==> src/rtl/dds_spi_pkg.sv <==
// rtl/dds_spi_pkg.sv - shared SPI frame layout for the DDS transmitter and DAC receiver
package dds_spi_pkg;

    localparam int FRAME_BITS = 16;
    localparam int DATA_BITS  = 12;
    localparam int CTRL_BITS  = 2;
    localparam int CTRL_LSB   = 12;
    localparam int CTRL_MSB   = CTRL_LSB + CTRL_BITS - 1;
    localparam int CNT_W      = $clog2(FRAME_BITS + 2);

    typedef enum logic [1:0] {
        RX_IDLE,
        RX_SHIFT,
        RX_CHECK
    } rx_state_t;

    // Bit counter stops one past a full frame so overlong frames stay distinguishable.
    function automatic logic [CNT_W-1:0] cnt_sat_inc(input logic [CNT_W-1:0] cnt);
        if (cnt == CNT_W'(FRAME_BITS + 1)) begin
            return cnt;
        end
        return cnt + CNT_W'(1);
    endfunction

endpackage

==> src/rtl/spi_dac_receiver_if.sv <==
// rtl/spi_dac_receiver_if.sv - SPI DAC link lines and decoded sample outputs
interface spi_dac_receiver_if;
    import dds_spi_pkg::*;

    logic                 spi_sck;
    logic                 spi_mosi;
    logic                 spi_cs;
    logic [DATA_BITS-1:0] sample_amplitude;
    logic [CTRL_BITS-1:0] sample_ctrl;
    logic                 sample_valid;
    logic                 frame_err;
    logic [15:0]          frame_count;

    modport master (
        output spi_sck, spi_mosi, spi_cs,
        input  sample_amplitude, sample_ctrl, sample_valid, frame_err, frame_count
    );

    modport slave (
        input  spi_sck, spi_mosi, spi_cs,
        output sample_amplitude, sample_ctrl, sample_valid, frame_err, frame_count
    );

endinterface

==> src/rtl/sync_edge_detect.sv <==
// rtl/sync_edge_detect.sv - two-flop synchroniser with history flop for edge pulses
module sync_edge_detect #(
    parameter logic IDLE_LEVEL = 1'b0
) (
    input  logic clk,
    input  logic rst_n,
    input  logic din,
    output logic level,
    output logic rise,
    output logic fall
);

    logic [1:0] sync_q;
    logic       hist_q;

    always_ff @(posedge clk or negedge rst_n) begin
        if (!rst_n) begin
            sync_q <= {2{IDLE_LEVEL}};
            hist_q <= IDLE_LEVEL;
        end else begin
            sync_q <= {sync_q[0], din};
            hist_q <= sync_q[1];
        end
    end

    assign level = sync_q[1];
    assign rise  = sync_q[1] & ~hist_q;
    assign fall  = ~sync_q[1] & hist_q;

endmodule

==> src/rtl/spi_dac_receiver.sv <==
// rtl/spi_dac_receiver.sv - oversampling SPI DAC frame receiver with good/bad frame reporting
module spi_dac_receiver
    import dds_spi_pkg::*;
#(
    parameter bit SAMPLE_EDGE = 1'b1
) (
    input  logic               sysclk,
    input  logic               reset_n,
    spi_dac_receiver_if.slave  bus
);

    logic cs_level, cs_rise, cs_fall;
    logic sck_level, sck_rise, sck_fall;
    logic mosi_level, mosi_rise, mosi_fall;

    sync_edge_detect #(.IDLE_LEVEL(1'b1)) u_sync_cs (
        .clk   (sysclk),
        .rst_n (reset_n),
        .din   (bus.spi_cs),
        .level (cs_level),
        .rise  (cs_rise),
        .fall  (cs_fall)
    );

    sync_edge_detect #(.IDLE_LEVEL(1'b0)) u_sync_sck (
        .clk   (sysclk),
        .rst_n (reset_n),
        .din   (bus.spi_sck),
        .level (sck_level),
        .rise  (sck_rise),
        .fall  (sck_fall)
    );

    sync_edge_detect #(.IDLE_LEVEL(1'b0)) u_sync_mosi (
        .clk   (sysclk),
        .rst_n (reset_n),
        .din   (bus.spi_mosi),
        .level (mosi_level),
        .rise  (mosi_rise),
        .fall  (mosi_fall)
    );

    logic sck_edge;
    assign sck_edge = SAMPLE_EDGE ? sck_fall : sck_rise;

    // The cs synchroniser resets to idle-high, so a cs already low at reset release
    // shows up as a falling edge; frames are only accepted once cs has been seen high
    // after the synchroniser has flushed its reset value.
    logic [1:0] settle_q;
    logic       armed_q;

    always_ff @(posedge sysclk or negedge reset_n) begin
        if (!reset_n) begin
            settle_q <= 2'd0;
            armed_q  <= 1'b0;
        end else begin
            if (settle_q != 2'd3) begin
                settle_q <= settle_q + 2'd1;
            end
            if (settle_q == 2'd3 && cs_level) begin
                armed_q <= 1'b1;
            end
        end
    end

    rx_state_t state_q, state_d;
    logic      shift_clr;
    logic      shift_en;

    always_ff @(posedge sysclk or negedge reset_n) begin
        if (!reset_n) begin
            state_q <= RX_IDLE;
        end else begin
            state_q <= state_d;
        end
    end

    always_comb begin
        state_d   = state_q;
        shift_clr = 1'b0;
        shift_en  = 1'b0;
        unique case (state_q)
            RX_IDLE: begin
                if (cs_fall && armed_q) begin
                    state_d   = RX_SHIFT;
                    shift_clr = 1'b1;
                end
            end
            RX_SHIFT: begin
                if (cs_rise) begin
                    state_d = RX_CHECK;
                end else if (sck_edge) begin
                    shift_en = 1'b1;
                end
            end
            RX_CHECK: begin
                if (cs_fall) begin
                    state_d   = RX_SHIFT;
                    shift_clr = 1'b1;
                end else begin
                    state_d = RX_IDLE;
                end
            end
            default: state_d = RX_IDLE;
        endcase
    end

    logic [FRAME_BITS-1:0] shreg_q;
    logic [CNT_W-1:0]      bit_cnt_q;

    always_ff @(posedge sysclk or negedge reset_n) begin
        if (!reset_n) begin
            shreg_q   <= '0;
            bit_cnt_q <= '0;
        end else if (shift_clr) begin
            shreg_q   <= '0;
            bit_cnt_q <= '0;
        end else if (shift_en) begin
            shreg_q   <= {shreg_q[FRAME_BITS-2:0], mosi_level};
            bit_cnt_q <= cnt_sat_inc(bit_cnt_q);
        end
    end

    logic                 frame_good;
    logic [DATA_BITS-1:0] amp_q;
    logic [CTRL_BITS-1:0] ctrl_q;
    logic                 valid_q;
    logic                 err_q;
    logic [15:0]          frame_cnt_q;

    assign frame_good = (bit_cnt_q == CNT_W'(FRAME_BITS));

    always_ff @(posedge sysclk or negedge reset_n) begin
        if (!reset_n) begin
            amp_q       <= '0;
            ctrl_q      <= '0;
            valid_q     <= 1'b0;
            err_q       <= 1'b0;
            frame_cnt_q <= '0;
        end else begin
            valid_q <= 1'b0;
            err_q   <= 1'b0;
            if (state_q == RX_CHECK) begin
                if (frame_good) begin
                    amp_q       <= shreg_q[DATA_BITS-1:0];
                    ctrl_q      <= shreg_q[CTRL_MSB:CTRL_LSB];
                    valid_q     <= 1'b1;
                    frame_cnt_q <= frame_cnt_q + 16'd1;
                end else begin
                    err_q <= 1'b1;
                end
            end
        end
    end

    assign bus.sample_amplitude = amp_q;
    assign bus.sample_ctrl      = ctrl_q;
    assign bus.sample_valid     = valid_q;
    assign bus.frame_err        = err_q;
    assign bus.frame_count      = frame_cnt_q;

    logic unused_sigs;
    assign unused_sigs = ^{mosi_rise, mosi_fall, sck_level, shreg_q[FRAME_BITS-1:CTRL_MSB+1]};

endmodule
==> src/flat_wrapper.sv <==
// flat-port wrapper written by rule: the top's interface ports become plain ports
module spi_dac_receiver_flat import dds_spi_pkg::*;
#(
    parameter bit SAMPLE_EDGE = 1'b1
)
  (sysclk, reset_n, bus_spi_sck, bus_spi_mosi, bus_spi_cs, bus_sample_amplitude, bus_sample_ctrl, bus_sample_valid, bus_frame_err, bus_frame_count);
  spi_dac_receiver_if bus_i ();
  input  logic sysclk;
  input  logic reset_n;
  input wire logic [$bits(bus_i.spi_sck)-1:0] bus_spi_sck;
  input wire logic [$bits(bus_i.spi_mosi)-1:0] bus_spi_mosi;
  input wire logic [$bits(bus_i.spi_cs)-1:0] bus_spi_cs;
  output wire logic [$bits(bus_i.sample_amplitude)-1:0] bus_sample_amplitude;
  output wire logic [$bits(bus_i.sample_ctrl)-1:0] bus_sample_ctrl;
  output wire logic [$bits(bus_i.sample_valid)-1:0] bus_sample_valid;
  output wire logic [$bits(bus_i.frame_err)-1:0] bus_frame_err;
  output wire logic [$bits(bus_i.frame_count)-1:0] bus_frame_count;
  assign bus_i.spi_sck = bus_spi_sck;
  assign bus_i.spi_mosi = bus_spi_mosi;
  assign bus_i.spi_cs = bus_spi_cs;
  assign bus_sample_amplitude = bus_i.sample_amplitude;
  assign bus_sample_ctrl = bus_i.sample_ctrl;
  assign bus_sample_valid = bus_i.sample_valid;
  assign bus_frame_err = bus_i.frame_err;
  assign bus_frame_count = bus_i.frame_count;
  spi_dac_receiver #(.SAMPLE_EDGE(SAMPLE_EDGE)) u_core (.sysclk(sysclk), .reset_n(reset_n), .bus(bus_i));
endmodule
==> config.mk <==
export PLATFORM = sky130hd
export DESIGN_NAME = spi_dac_receiver_flat
export DESIGN_NICKNAME = d
export VERILOG_FILES = /design/src/rtl/dds_spi_pkg.sv /design/src/rtl/spi_dac_receiver_if.sv /design/src/rtl/sync_edge_detect.sv /design/src/rtl/spi_dac_receiver.sv /design/src/flat_wrapper.sv
export SDC_FILE = /design/constraint.sdc
export NUM_CORES = 1
export LEC_CHECK = 0
export BUFFER_PORTS_ARGS = -buffer_cell sky130_fd_sc_hd__buf_4
export CORE_UTILIZATION = 56
export DETAILED_ROUTE_END_ITERATION = 16
export PLACE_DENSITY_LB_ADDON = 0.05
export SETUP_SLACK_MARGIN = 0.3
export SYNTH_ARGS = -nofsm -noshare
export SYNTH_HDL_FRONTEND = slang
export SYNTH_SLANG_ARGS = --single-unit
export TNS_END_PERCENT = 1
==> constraint.sdc <==
create_clock -name sysclk -period 2.4 [get_ports sysclk]
set_clock_uncertainty 0.15 [all_clocks]
set_input_delay 0.6 -clock sysclk [delete_from_list [all_inputs] [get_ports sysclk]]
set_output_delay 0.6 -clock sysclk [all_outputs]
set_load 0.1 [all_outputs]
==> impl_metrics.ini <==
[pwr]
p_int_uw = 1570
seqPwrFrac_pct = 54.9
p_total_uw = 2090
peakVddDrop_uv = 595
leakagePower_uw = 0.00155
power.density_nw_per_um2 = 673
swShare_pct = 24.8
p_comb_share_pct = 6.6
pwr-share-clk_pct = 38.5
p_switching_uw = 517

[timing]
max-slew-margin-rel_pct = 55.0
holdWs_ns = 0.0286
layout_min_cycle_time_ns = 1.98
fin_crit_sh_pct = 82.6
fmax_mhz = 504
setup_tns_ns = 0
setup_viol = 0
tightest_slew_ns = 0.669
rsz0062_at_grt = no
layout_setup_ws_ns = 0.417
hold_viol_final = 0
drv_slew = 0

[route]
drt_iter0_markers = 65
wl_per_cell_um = 13.5
drcViolationCount = 0
ant_nets = 0
via_count = 1707
wirelength_um = 4360
vias_per_cell = 5.27
first_pass_iters = 4

[setup_path]
required_ns = 2.51
cp-start-kind = flip-flop
cp.arrival_ns = 2.09
worst-path-max-fanout = 4
endpoint_kind = flip-flop
crit_type = flip-flop to flip-flop

[global_route]
grt_antenna_before_repair = 0
grt_max_degree = 38
grt_usage_pct = 20.5
grt_pass1_vias = 1714
grt_pass1_wl_um = 7630
overflow = 0

[clock_tree]
clk_latency_ns = 0.33
cts-root-buf = clkbuf_8
cts_hold_buf = 0
cts_tree = built
cts_max_path_buffers = 2
cts_setup_buffers = 0
htreeDepth = 3
cts.clk_slew.worst_paths_ns = 0.07
numCtsBuffers = 9
post_cts_resized = 0
cts.sinks = 64

[synthesis]
synthesis.area_um2 = 2550
synthAdderAreaFrac_pct = 2.45
synth_top_family_by_area = simple AND/OR/NAND/NOR gates
synth_seq_cells = 64
synth-simple-area-share_pct = 19.2
ys_types = 39
synth_area_per_cell_um2 = 11.7
syn_inst = 218
syn_nets = 228
synthMuxAreaShare_pct = 3.97
synth_compound_area_share_pct = 4.07
synth_warnings = 0
synth_seq_area_share_pct = 63.0
synth-xor-area-share_pct = 5.84

[final_layout]
final_layout_size_suffix_gt1_share_pct = 25.7
n_antenna_cell = 0
fillers = 348
syn_to_final_growth_pct = 21.5
layout.nets = 277

[placement]
place.gp.congestion = 0.753
numPortBuffers = 36
dpl_worst_slack_ns = 0.421
dp_hpwl_um = 2990

[outcome]
status = completed

[die]
die_area_um2 = 4830
ios = 37
fp.dieW_um = 69.5
coreArea_um2 = 4350
start_util_pct = 58.6
num_rows = 24
die_h_um = 69.5

[worst_hold_path]
hp-class = primary input to async pin

[job]
max_cap_violations = 0
[state kept, by name, indices dropped and copies added, names as in the netlist]
signal,flops
u_core.armed_q,1
u_core.bit_cnt_q,5
u_core.bus.frame_count,16
u_core.bus.frame_err,1
u_core.bus.sample_amplitude,12
u_core.bus.sample_ctrl,2
u_core.bus.sample_valid,1
u_core.settle_q,2
u_core.shreg_q,14
u_core.state_q,2
u_core.u_sync_cs.hist_q,1
u_core.u_sync_cs.sync_q,2
u_core.u_sync_mosi.sync_q,2
u_core.u_sync_sck.hist_q,1
u_core.u_sync_sck.sync_q,2
[power by group through the flow]
| stage | Clock [µW] | Combinational [µW] | Sequential, µW |
|---|---|---|---|
| floorplan | 0 | 77.8 | 1170 |
| global placement | 0 | 136 | 1160 |
| detailed placement | 0 | 141 | 1170 |
| CTS | 818 | 141 | 1150 |
| global route | 867 | 160 | 1150 |
| finish | 803 | 137 | 1150 |
[per-stage QoR]
stage / cells / util, % / instance area, µm²
after floorplan: 218 / - / 2550
after global placement: 308 / 67.2 / 2930
after detailed placement: 308 / 67.2 / 2930
after CTS: 324 / 71.2 / 3100
after global routing: 324 / 71.2 / 3100
final: 324 / 71.2 / 3100
[final timing paths]
kind / depth (start not counted) / slack, ns / startpoint / endpoint
min reg2reg: 0 / 0.20 / u_core.u_sync_mosi.sync_q[0] / u_core.u_sync_mosi.sync_q[1]
max in group asynchronous: 2 / 1.50 / reset_n / u_core.u_sync_cs.hist_q
min: 1 / 0.03 / reset_n / u_core.bus.frame_count[6]
min in group sysclk: 0 / 0.20 / u_core.u_sync_mosi.sync_q[0] / u_core.u_sync_mosi.sync_q[1]
max reg2reg: 4 / 0.42 / u_core.u_sync_cs.hist_q / u_core.bit_cnt_q[3]
max: 4 / 0.42 / u_core.u_sync_cs.hist_q / u_core.bit_cnt_q[3]
[Yosys cell counts]
master | n | area, µm²
a211oi_1 | 1 | 7.51
a21o_1 | 1 | 7.51
a21oi_1 | 2 | 10.0
a22o_1 | 6 | 52.6
a31o_2 | 1 | 8.76
and2b_4 | 1 | 10.0
and3_1 | 1 | 6.26
and4_1 | 3 | 26.3
and4b_1 | 1 | 10.0
and4bb_2 | 1 | 12.5
buf_2 | 1 | 5.00
buf_4 | 1 | 7.51
clkbuf_1 | 2 | 7.51
clkinv_1 | 1 | 3.75
dfrtp_1 | 61 | 1530
dfstp_2 | 3 | 78.8
ha_1 | 5 | 62.6
inv_1 | 4 | 15.0
mux2_2 | 1 | 11.3
mux2i_1 | 9 | 90.1
nand2_1 | 53 | 199
nand2b_1 | 1 | 6.26
nand2b_2 | 1 | 8.76
nand3_1 | 7 | 35.0
nand3b_1 | 1 | 7.51
nand4_1 | 2 | 12.5
nor2_1 | 13 | 48.8
nor3_1 | 4 | 20.0
nor3_2 | 1 | 10.0
nor3b_1 | 2 | 15.0
nor4_1 | 2 | 12.5
nor4b_2 | 1 | 15.0
nor4bb_1 | 1 | 10.0
o21ai_0 | 2 | 10.0
o21bai_1 | 1 | 7.51
or3_1 | 2 | 12.5
or4_4 | 1 | 11.3
xnor2_1 | 12 | 105
xor2_1 | 5 | 43.8
[layout by cell type (no fill, tap or decap), types with 2 or more instances in the layout]
master	count
xnor2_1	12
nand2_1	53
o21ai_0	2
dfrtp_2	2
and4_1	3
inv_1	4
nor3_1	4
clkinvlp_4	3
or3_1	2
mux2i_1	9
clkinv_2	2
xor2_1	5
clkbuf_8	10
dfstp_2	3
ha_1	5
nor4_1	2
a21oi_1	2
buf_4	41
dfrtp_1	59
nor2_1	13
nand4_1	2
nand3_1	7
a22o_1	6
nor3b_1	2
[layer usage]
metal	routed length [µm]	vias up	GRT usage (%)
met5	0	-	0
met4	44	0	9.52
met3	183	5	6.40
met2	2040	31	30.5
met1	2100	839	27.6
li1	-	832	-
[worst max-delay path: stages (launching register included)]
cell and delay, ns:
dfstp_2 0.53, and2b_4 0.20, or4_4 0.53, or3_1 0.37, a21oi_1 0.14
[cell families after synthesis]
logic type      Yosys count
simple gates             99
flops                    64
xor+xnor                 17
compound gates           14
mux                      10
buf+inv                   9
fa+ha+maj                 5
[area by class of cell]
type,count,area [µm²],share of cell area (%)
Sequential cell,64,1610,51.9
Multi-Input combinational cell,145,906,29.2
Timing Repair Buffer,42,328,10.6
Clock buffer,11,141,4.56
Tap cell,52,65.1,2.10
Clock inverter,5,32.5,1.05
Inverter,5,18.8,0.606
(Power assumes the default switching activity.)
